==> src/rtl/rng_ram_filler.sv <==
// rtl/rng_ram_filler.sv - fills one RAM word per request with (optionally debiased) entropy bits
module rng_ram_filler #(
    parameter int ADDR_W = 9,
    parameter int DATA_W = 32,
    parameter int DEBIAS = 1
) (
    input  logic              clk_i,
    input  logic              rst_i,
    input  logic              we_rng,
    input  logic [ADDR_W-1:0] addr_rng,
    output logic              ack_rng,
    input  logic              entropy_bit_i,
    input  logic              entropy_valid_i,
    output logic              ram_cyc_a,
    output logic              ram_stb_a,
    output logic [3:0]        ram_we_a,
    output logic [ADDR_W-1:0] ram_addr_a,
    output logic [DATA_W-1:0] ram_data_in_a,
    input  logic              ram_ack_a,
    input  logic              ram_stall_a,
    output logic              busy_o,
    output logic [15:0]       words_written_o
);
    localparam int CNT_W = $clog2(DATA_W) + 1;

    typedef enum logic [2:0] {
        S_IDLE,
        S_COLLECT,
        S_WRITE,
        S_WAIT_ACK,
        S_DONE
    } state_t;

    state_t              state_q;
    logic [ADDR_W-1:0]   addr_q;
    logic [DATA_W-1:0]   word_q, word_d;
    logic [CNT_W-1:0]    cnt_q, cnt_d;
    logic                pair_valid_q, pair_valid_d;
    logic                pair_bit_q, pair_bit_d;
    logic                cyc_q, stb_q, ack_rng_q;
    logic [15:0]         words_q;
    logic                shift_en, shift_bit, word_full;

    // A debiased pair emits its first bit when the two bits differ (01 -> 0, 10 -> 1).
    always_comb begin
        shift_en     = 1'b0;
        shift_bit    = 1'b0;
        pair_valid_d = pair_valid_q;
        pair_bit_d   = pair_bit_q;
        if (state_q == S_COLLECT && entropy_valid_i) begin
            if (DEBIAS == 0) begin
                shift_en  = 1'b1;
                shift_bit = entropy_bit_i;
            end else if (!pair_valid_q) begin
                pair_valid_d = 1'b1;
                pair_bit_d   = entropy_bit_i;
            end else begin
                pair_valid_d = 1'b0;
                pair_bit_d   = 1'b0;
                if (pair_bit_q != entropy_bit_i) begin
                    shift_en  = 1'b1;
                    shift_bit = pair_bit_q;
                end
            end
        end
        word_d    = shift_en ? {word_q[DATA_W-2:0], shift_bit} : word_q;
        cnt_d     = cnt_q + CNT_W'(shift_en);
        word_full = shift_en && (cnt_q == CNT_W'(DATA_W - 1));
    end

    always_ff @(posedge clk_i) begin
        if (rst_i) begin
            state_q      <= S_IDLE;
            addr_q       <= '0;
            word_q       <= '0;
            cnt_q        <= '0;
            pair_valid_q <= 1'b0;
            pair_bit_q   <= 1'b0;
            cyc_q        <= 1'b0;
            stb_q        <= 1'b0;
            ack_rng_q    <= 1'b0;
            words_q      <= '0;
        end else begin
            ack_rng_q <= 1'b0;
            case (state_q)
                S_IDLE: begin
                    if (we_rng) begin
                        addr_q       <= addr_rng;
                        word_q       <= '0;
                        cnt_q        <= '0;
                        pair_valid_q <= 1'b0;
                        pair_bit_q   <= 1'b0;
                        state_q      <= S_COLLECT;
                    end
                end
                S_COLLECT: begin
                    word_q       <= word_d;
                    cnt_q        <= cnt_d;
                    pair_valid_q <= pair_valid_d;
                    pair_bit_q   <= pair_bit_d;
                    if (word_full) begin
                        cyc_q   <= 1'b1;
                        stb_q   <= 1'b1;
                        state_q <= S_WRITE;
                    end
                end
                S_WRITE: begin
                    if (!ram_stall_a) begin
                        stb_q <= 1'b0;
                        if (ram_ack_a) begin
                            cyc_q     <= 1'b0;
                            ack_rng_q <= 1'b1;
                            words_q   <= words_q + 16'd1;
                            state_q   <= S_DONE;
                        end else begin
                            state_q <= S_WAIT_ACK;
                        end
                    end
                end
                S_WAIT_ACK: begin
                    if (ram_ack_a) begin
                        cyc_q     <= 1'b0;
                        ack_rng_q <= 1'b1;
                        words_q   <= words_q + 16'd1;
                        state_q   <= S_DONE;
                    end
                end
                S_DONE:  state_q <= S_IDLE;
                default: state_q <= S_IDLE;
            endcase
        end
    end

    assign ack_rng         = ack_rng_q;
    assign ram_cyc_a       = cyc_q;
    assign ram_stb_a       = stb_q;
    assign ram_we_a        = {4{cyc_q}};
    assign ram_addr_a      = cyc_q ? addr_q : '0;
    assign ram_data_in_a   = cyc_q ? word_q : '0;
    assign busy_o          = (state_q != S_IDLE);
    assign words_written_o = words_q;
endmodule

==> config.mk <==
export PLATFORM = sky130hd
export DESIGN_NAME = rng_ram_filler
export DESIGN_NICKNAME = d
export VERILOG_FILES = /design/src/rtl/rng_ram_filler.sv
export SDC_FILE = /design/constraint.sdc
export NUM_CORES = 1
export LEC_CHECK = 0
export CAP_MARGIN = 0
export CORE_UTILIZATION = 49
export DETAILED_ROUTE_END_ITERATION = 10
export GPL_TIMING_DRIVEN = 0
export PLACE_DENSITY = 0.81
export SLEW_MARGIN = 15
export SYNTH_ARGS = -nofsm -noshare
export SYNTH_HDL_FRONTEND = slang
export SYNTH_SLANG_ARGS = --single-unit
export TNS_END_PERCENT = 1
==> constraint.sdc <==
create_clock -name clk_i -period 2.9 [get_ports clk_i]
set_clock_uncertainty 0.15 [all_clocks]
set_input_delay 0.58 -clock clk_i [delete_from_list [all_inputs] [get_ports clk_i]]
set_output_delay 0.58 -clock clk_i [all_outputs]
set_load 0.02 [all_outputs]
==> impl_results.md, run 1 <==
- Critical path class: reg2out
- Combinational family with the most area after synthesis: simple AND/OR/NAND/NOR gates
- Final GP Congestion: 0.787
- WP depth: 3
- NumNets Final: 509
- Floorplan row count: 29
- Startpoint of the worst-slack reg-to-reg timing path: state_q[0]
- Total routing usage reported by global routing: 0.235
- Initial core utilization: 0.515
- Achievable frequency: 359 MHz
- Cell with the most instances after synthesis: dfxtp_1
- Number of setup violations in the final report: 0
- Pins over their slew limit: 0
- Minimum setup slack among reg-to-reg paths: 0.58 ns
- Number of nets with antenna violations after routing: 0
- Static Leakage: 1.54 nW
- Synthesized area: 0.00331 sq mm
- Relative slew margins: 0.627
- Detailed-route via count: 3,201
- Reg-to-reg critical path endpoint: cnt_q[2]
- Global-route wire length before repair: 13,400 um
- Count of unique library cells instantiated by Yosys: 46
- Category of the worst setup path capture point: output port
- CTS Root Cell: clkbuf_8
- Post-synthesis cell type with the largest combined area: dfxtp_1
- Crit path max-delay family: buffers and inverters
- Post-Synthesis Mean Instance Area: 8.27 sq um
- Flip-flop and latch count after synthesis: 71
- Proportion of netlist area held by the largest area contributor: 0.430
- Final count of hold timing violations: 0
- Final clock period utilization by the worst path: 0.960
- Sum of negative setup slack: 0 ns
- Violated checks: design-rule violations
- H-tree level count: 3
- # diodes: 0
- Via count of the first global-routing pass: 2,938
- Sequential fraction of the synthesis area: 0.430
- I/O pin count: 81
- Synth async-reset ratio: 0
- CP Capture Point: ram_data_in_a[4]
- Post-synthesis simple-gate area fraction: 0.331
- CTS hold repair buffers: 0
- Vias per Instance: 5.61
- Slew of the pin with the lowest slew margin: 0.559 ns
- Overall overflow remaining after global route: 0
- Depth of the worst register-to-register path: 11
- Max cap viols: 0
- Cell with the largest stage delay on the worst path: clkdlybuf4s50_1
- Count of yosys warnings during synthesis: 0
- Startpoint type of the worst setup path: flip-flop
- Maximum root-to-sink buffer count: 2
- VDD IR-drop max: 0.286 mV
- Overall die width: 84.2 um
- Crit path cell chain: clkbuf_1 -> and2_1 -> clkdlybuf4s50_1
- Port-buffer cells: 78
- Worst EP arrival: 2.05 ns
- Post-synth EDFFs: 0
- Fraction of the mapped netlist area in compound gates: 0.128
- Area enclosed by the die boundary: 0.00708 sq mm
- Largest cells by area after synthesis: dfxtp_1 (43%), nand3_1 (10%), a21oi_1 (8.3%), and2_1 (7.8%), nand2_1 (2.8%)
- Syn nets: 420
- Number of buffers and inverters on the critical path: 2
- Multiplexer share of the synthesized area: 0.00643
- Post-Synthesis Cells: 400
- Clock sinks: 71
- Core area: 0.00642 sq mm
- Initial antenna violation count: 0
- Total length of routed wires: 8180 um
- Crit-path max FO: 12
- Clock tree from TritonCTS: yes
- Data required time at the worst endpoint: 2.17 ns
- Share of post-route cells with drive strength above 1: 0.0810
- Main flop type after synthesis: dfxtp_1
- Pin count of the biggest net entering global routing: 13
- Most frequent cells after synthesis: dfxtp_1 (71), nand3_1 (66), a21oi_1 (55), and2_1 (41), nand2_1 (25)
- HPWL after detailed placement: 5620 um
- Clk Latency, worst-skew pair: 0.35 ns
- Drt wl/cell: 14.3 um
- P per Cell Area: 450 mW/mm^2
- Delay of the slowest cell on the worst path: 0.61 ns
- Parity-gate share of the synthesized area counting xor and xnor cells: 0.0212
- Number of buffers added by the clock tree synthesis step: 9
- Fraction of the mapped netlist area in adder cells: 0.0151
- DIE HEIGHT: 84.2 um
- Number of iterations in the first detailed-routing pass: 8
- Critical path startpoint: ram_cyc_a
- Detailed-route DRC error count: 6
- Total power of the final layout: 0.00198 W
- Min-Delay Path Class: reg2reg
- Synth-to-Final Area Change: 33.1%
- Clock period minus worst slack: 2.78 ns
- Result of the run: finished, violations left
- Register clock-pin slew on the reported worst setup and hold paths: 0.08 ns
- Starting DRT DRC Count: 206
## registers in the layout (all words and copies together), names as in the netlist
| signal | cells |
|---|---|
| word_q | 32 |
| words_written_o | 16 |
| addr_q | 9 |
| cnt_q | 6 |
| state_q | 3 |
| ack_rng | 1 |
| pair_bit_q | 1 |
| pair_valid_q | 1 |
| ram_cyc_a | 1 |
| ram_stb_a | 1 |
## stage by stage
stage	cells	utilization	setup slack (ns)	instance area, sq um	hold slack (ns)
after floorplan	400	-	0.504	3310	0.282
after global placement	555	0.651	-0.173	4180	0.287
after detailed placement	555	0.651	-0.214	4180	0.292
after CTS	571	0.685	0.108	4400	0.302
after global routing	571	0.686	-0.00121	4400	0.324
final	571	0.686	0.117	4400	0.303
## logic make-up after synthesis
kind of cell	after synthesis
AOI/OAI and AO/OA	76
xor gates and xnor gates	8
adders and majority gates	4
buffers and inverters	48
DFF	71
muxes	2
and+or+nand+nor	191
## per-layer routing
metal	track usage	wire, um	up-vias
li1	-	-	1583
met1	0.300	3750	1497
met2	0.387	3900	107
met3	0.0521	407	14
met4	0.0925	118	0
met5	0	0	-
## final cells by class
type / count / area, sq um
inverters: 9 / 33.8
multi-input cells: 281 / 1660
plain buffers: 39 / 196
fillers: 544 / 2020
clock buffers: 10 / 128
well taps: 77 / 96.3
flip-flops and latches: 71 / 1420
repair buffers: 78 / 781
clock inverters: 6 / 85.1
## report_power, final
part	switching (W)	internal [W]	leakage, nW
clock	0.000387	0.000481	0.102
combinational	0.0000817	0.0000442	0.859
sequential	0.00000467	0.000984	0.574
total	0.000473	0.00151	1.54
## worst min-delay path, stage by stage (launching register included)
cell     delay [ns]
dfxtp_1        0.31
nand2_1        0.05
a21oi_1        0.05
## worst min path at each step
stage	startpoint	to	slack, ns	cells past startpoint
floorplan	addr_q[0]	addr_q[0]	0.28	2
global placement	addr_q[7]	addr_q[7]	0.29	2
detailed placement	addr_q[6]	addr_q[6]	0.29	2
CTS	addr_q[6]	addr_q[6]	0.30	2
global route	addr_q[4]	addr_q[4]	0.32	2
finish	addr_q[6]	addr_q[6]	0.30	2
## cells in the final DEF (no fill, tap or decap), drive strengths merged, types with 2 or more instances in the layout
master,count
clkdlybuf4s50,78
dfxtp,71
nand3,67
a21oi,55
and2,41
clkbuf,31
nand2,25
buf,18
nor2,12
nand4,9
inv,8
o31ai,7
or4,7
xor2,7
or3,5
o21ai,5
nor3,4
ha,4
nor2b,4
and4,3
and3,3
clkinv,3
nand2b,2
a211oi,2
a31oi,2
o2111ai,2
a22oi,2
clkinvlp,2
bufinv,2
nor4b,2
nor3b,2
## what timing repair did
action                     4_1_cts  5_1_grt
pin swaps                        0        0
setup endpoints to repair        9        4
buffers inserted                 0        0
gates resized for setup          1        4
No activity file was read; power rests on OpenSTA's default activity.
==> inputs of run 2 (changes only) <==
Settings changed: ABC_CLOCK_PERIOD_IN_PS set to 2900.
==> results of run 2 <==
Same layout as run 1: the final DEF is identical, and so are final timing and power.
==> inputs of run 3 (changes only) <==
Settings changed: CELL_PAD_IN_SITES_DETAIL_PLACEMENT set to 1, CELL_PAD_IN_SITES_GLOBAL_PLACEMENT set to 1, CORE_UTILIZATION 49 to 36, SLEW_MARGIN 15 to 20.
==> run 3 against run 2 <==
Net effect: the flow still finishes with violations (design-rule violations); final area increased by 0.99%; register-to-register slack lost 0.03 ns; flip-flop and latch count unchanged; critical endpoint unchanged; largest cell class unchanged; highest routed layer unchanged.
==> impl_results.md, run 3 (same netlist as run 1, synthesis figures left out) <==
- Pin count of the biggest net entering global routing: 13 (unchanged)
- Clock tree from TritonCTS: yes (unchanged)
- Delay of the slowest cell on the worst path: 0.62 ns (was 0.61 ns)
- Clk Latency, worst-skew pair: 0.35 ns (about the same)
- Most flops, register: word_q (unchanged)
- WP depth: 3 (unchanged)
- Total power of the final layout: 0.00197 W (was 0.00198 W)
- P per Cell Area: 443 mW/mm^2 (was 450 mW/mm^2)
- Crit-path max FO: 12 (unchanged)
- Port-buffer cells: 78 (unchanged)
- Category of the worst setup path capture point: output port (unchanged)
- Violated checks: design-rule violations (unchanged)
- CTS hold repair buffers: 0 (unchanged)
- Detailed-route via count: 3,170 (was 3,201)
- Initial antenna violation count: 0 (unchanged)
- Commonest non-fill, non-tap cell in the layout: clkdlybuf4s50_1 (unchanged)
- H-tree level count: 3 (unchanged)
- Vias per Instance: 5.27 (was 5.61)
- Final count of hold timing violations: 0 (unchanged)
- Number of buffers and inverters on the critical path: 2 (unchanged)
- Final clock period utilization by the worst path: 0.956 (was 0.960)
- RSZ-0062 raised after global routing: false
- Data required time at the worst endpoint: 2.17 ns (about the same)
- Result of the run: finished, violations left (unchanged)
- I/O pin count: 81 (unchanged)
- Crit path cell chain: clkbuf_1 -> and2_1 -> clkdlybuf4s50_1 (unchanged)
- Floorplan row count: 34 (was 29)
- Maximum root-to-sink buffer count: 2 (unchanged)
- Share of post-route cells with drive strength above 1: 0.0811 (was 0.0810)
- Clock period minus worst slack: 2.77 ns (was 2.78 ns)
- Startpoint of the worst-slack reg-to-reg timing path: state_q[2] (was state_q[0])
- Drt wl/cell: 15.3 um (was 14.3 um)
- NumNets Final: 508 (was 509)
- Launch instance of the worst min-delay path: addr_q[2] (was addr_q[6])
- Worst EP arrival: 2.04 ns (was 2.05 ns)
- Overall overflow remaining after global route: 0 (unchanged)
- Area enclosed by the die boundary: 0.00957 sq mm (was 0.00708 sq mm)
- Detailed-route DRC error count: 10 (was 6)
- Largest register FFs: 32 (unchanged)
- Post CTS Setup Buffer Count: 0 (unchanged)
- # diodes: 0 (unchanged)
- Number of nets with antenna violations after routing: 0 (unchanged)
- Finished Layout Cells: 601 (was 571)
- Slew of the pin with the lowest slew margin: 0.570 ns (was 0.559 ns)
- Hold Path Depth: 2 (unchanged)
- Core area: 0.00881 sq mm (was 0.00642 sq mm)
- Initial core utilization: 0.376 (was 0.515)
- Synth-to-Final Area Change: 34.5% (was 33.1%)
- Min-Delay Path Class: reg2reg (unchanged)
- Depth of the worst register-to-register path: 10 (was 11)
- Cell with the largest stage delay on the worst path: clkdlybuf4s50_1 (unchanged)
- CTS Root Cell: clkbuf_8 (unchanged)
- Starting DRT DRC Count: 104 (was 206)
- Relative slew margins: 0.620 (was 0.627)
- Number of buffers added by the clock tree synthesis step: 9 (unchanged)
- Crit path max-delay family: buffers and inverters (unchanged)
- Achievable frequency: 361 MHz (was 359 MHz)
- Pins over their slew limit: 0 (unchanged)
- Clock sinks: 71 (unchanged)
- HPWL after detailed placement: 6610 um (was 5620 um)
- Static Leakage: 1.54 nW (about the same)
- Register clock-pin slew on the reported worst setup and hold paths: 0.07 ns (was 0.08 ns)
- Startpoint type of the worst setup path: flip-flop (unchanged)
- Critical path startpoint: ram_cyc_a (unchanged)
- Overall die width: 97.8 um (was 84.2 um)
- Critical path class: reg2out (unchanged)
- Number of setup violations in the final report: 0 (unchanged)
- Number of iterations in the first detailed-routing pass: 8 (unchanged)
- Total routing usage reported by global routing: 0.198 (was 0.235)
- Max cap viols: 0 (unchanged)
- DIE HEIGHT: 97.8 um (was 84.2 um)
- Top library cells by usage in the layout, fill and taps aside: clkdlybuf4s50_1 (78), dfxtp_1 (70), nand3_1 (66) (unchanged)
- Total length of routed wires: 9200 um (was 8180 um)
- Via count of the first global-routing pass: 3,203 (was 2,938)
- Placed instance count: 586 (was 555)
- Final GP Congestion: 0.765 (was 0.787)
- VDD IR-drop max: 0.237 mV (was 0.286 mV)
- Global-route wire length before repair: 15,300 um (was 13,400 um)
[run 3: cell count changes in the layout (fill, tap and decap cells not counted), sizes merged]
cell and change:
buf -2, bufinv -1, clkbuf +3, clkinv -2
clkinvlp +1
[run 3: worst min-delay path, stage by stage (launching register included)]
cell     delay [ns]
dfxtp_1        0.31
nand2_1        0.05
a21oi_1        0.05
[run 3: report_power, final]
| part | leakage (nW) | total, W | internal [W] | switching (W) |
|---|---|---|---|---|
| combinational | 0.866 | 0.000128 | 0.0000443 | 0.0000842 |
| sequential | 0.574 | 0.000988 | 0.000984 | 0.00000448 |
| clock | 0.101 | 0.000853 | 0.000468 | 0.000385 |
| total | 1.54 | 0.00197 | 0.00150 | 0.000474 |
[run 3: cell type report]
class / instances / area (sq um)
clock inverter: 4 / 52.6
inverter: 9 / 33.8
fill: 1061 / 4360
timing repair buffer: 78 / 781
sequential: 71 / 1420
tap: 108 / 135
clock buffer: 12 / 165
buffer: 38 / 191
multi-input combinational: 281 / 1670
[run 3: stage by stage]
step / setup slack (ns) / hold WS [ns] / TNS (ns) / cell area (sq um) / util
2_1_floorplan: 0.504 / 0.282 / 0 / 3310 / -
3_3_place_gp: -0.226 / 0.289 / -0.997 / 4220 / 0.480
3_5_place_dp: -0.282 / 0.297 / -1.27 / 4220 / 0.480
4_1_cts: -0.0194 / 0.308 / -0.0194 / 4440 / 0.504
5_1_grt: 0.0268 / 0.328 / 0 / 4450 / 0.505
6_report: 0.128 / 0.306 / 0 / 4450 / 0.505
[run 3: worst paths after layout]
check                     endpoint  slack (ns)
hold / removal           addr_q[2]        0.31
setup reg to reg          cnt_q[3]        0.55
setup / recovery  ram_data_in_a[4]        0.13
hold reg to reg          addr_q[2]        0.31
[run 3: metal layers]
| layer | share of wire | vias to the layer above | GRT usage | routed length, um |
|---|---|---|---|---|
| met3 | 0.037 | 13 | 0.0365 | 344 |
| met4 | 0.017 | 0 | 0.0793 | 157 |
| li1 | - | 1578 | - | - |
| met5 | 0 | - | 0 | 0 |
| met1 | 0.45 | 1515 | 0.244 | 4150 |
| met2 | 0.49 | 64 | 0.342 | 4550 |
[run 3: what timing repair did]
action | in CTS | in global routing
gates cloned | 0 | 0
setup endpoints to repair | 20 | 4
pin swaps | 0 | 1
gates resized for setup | 1 | 4
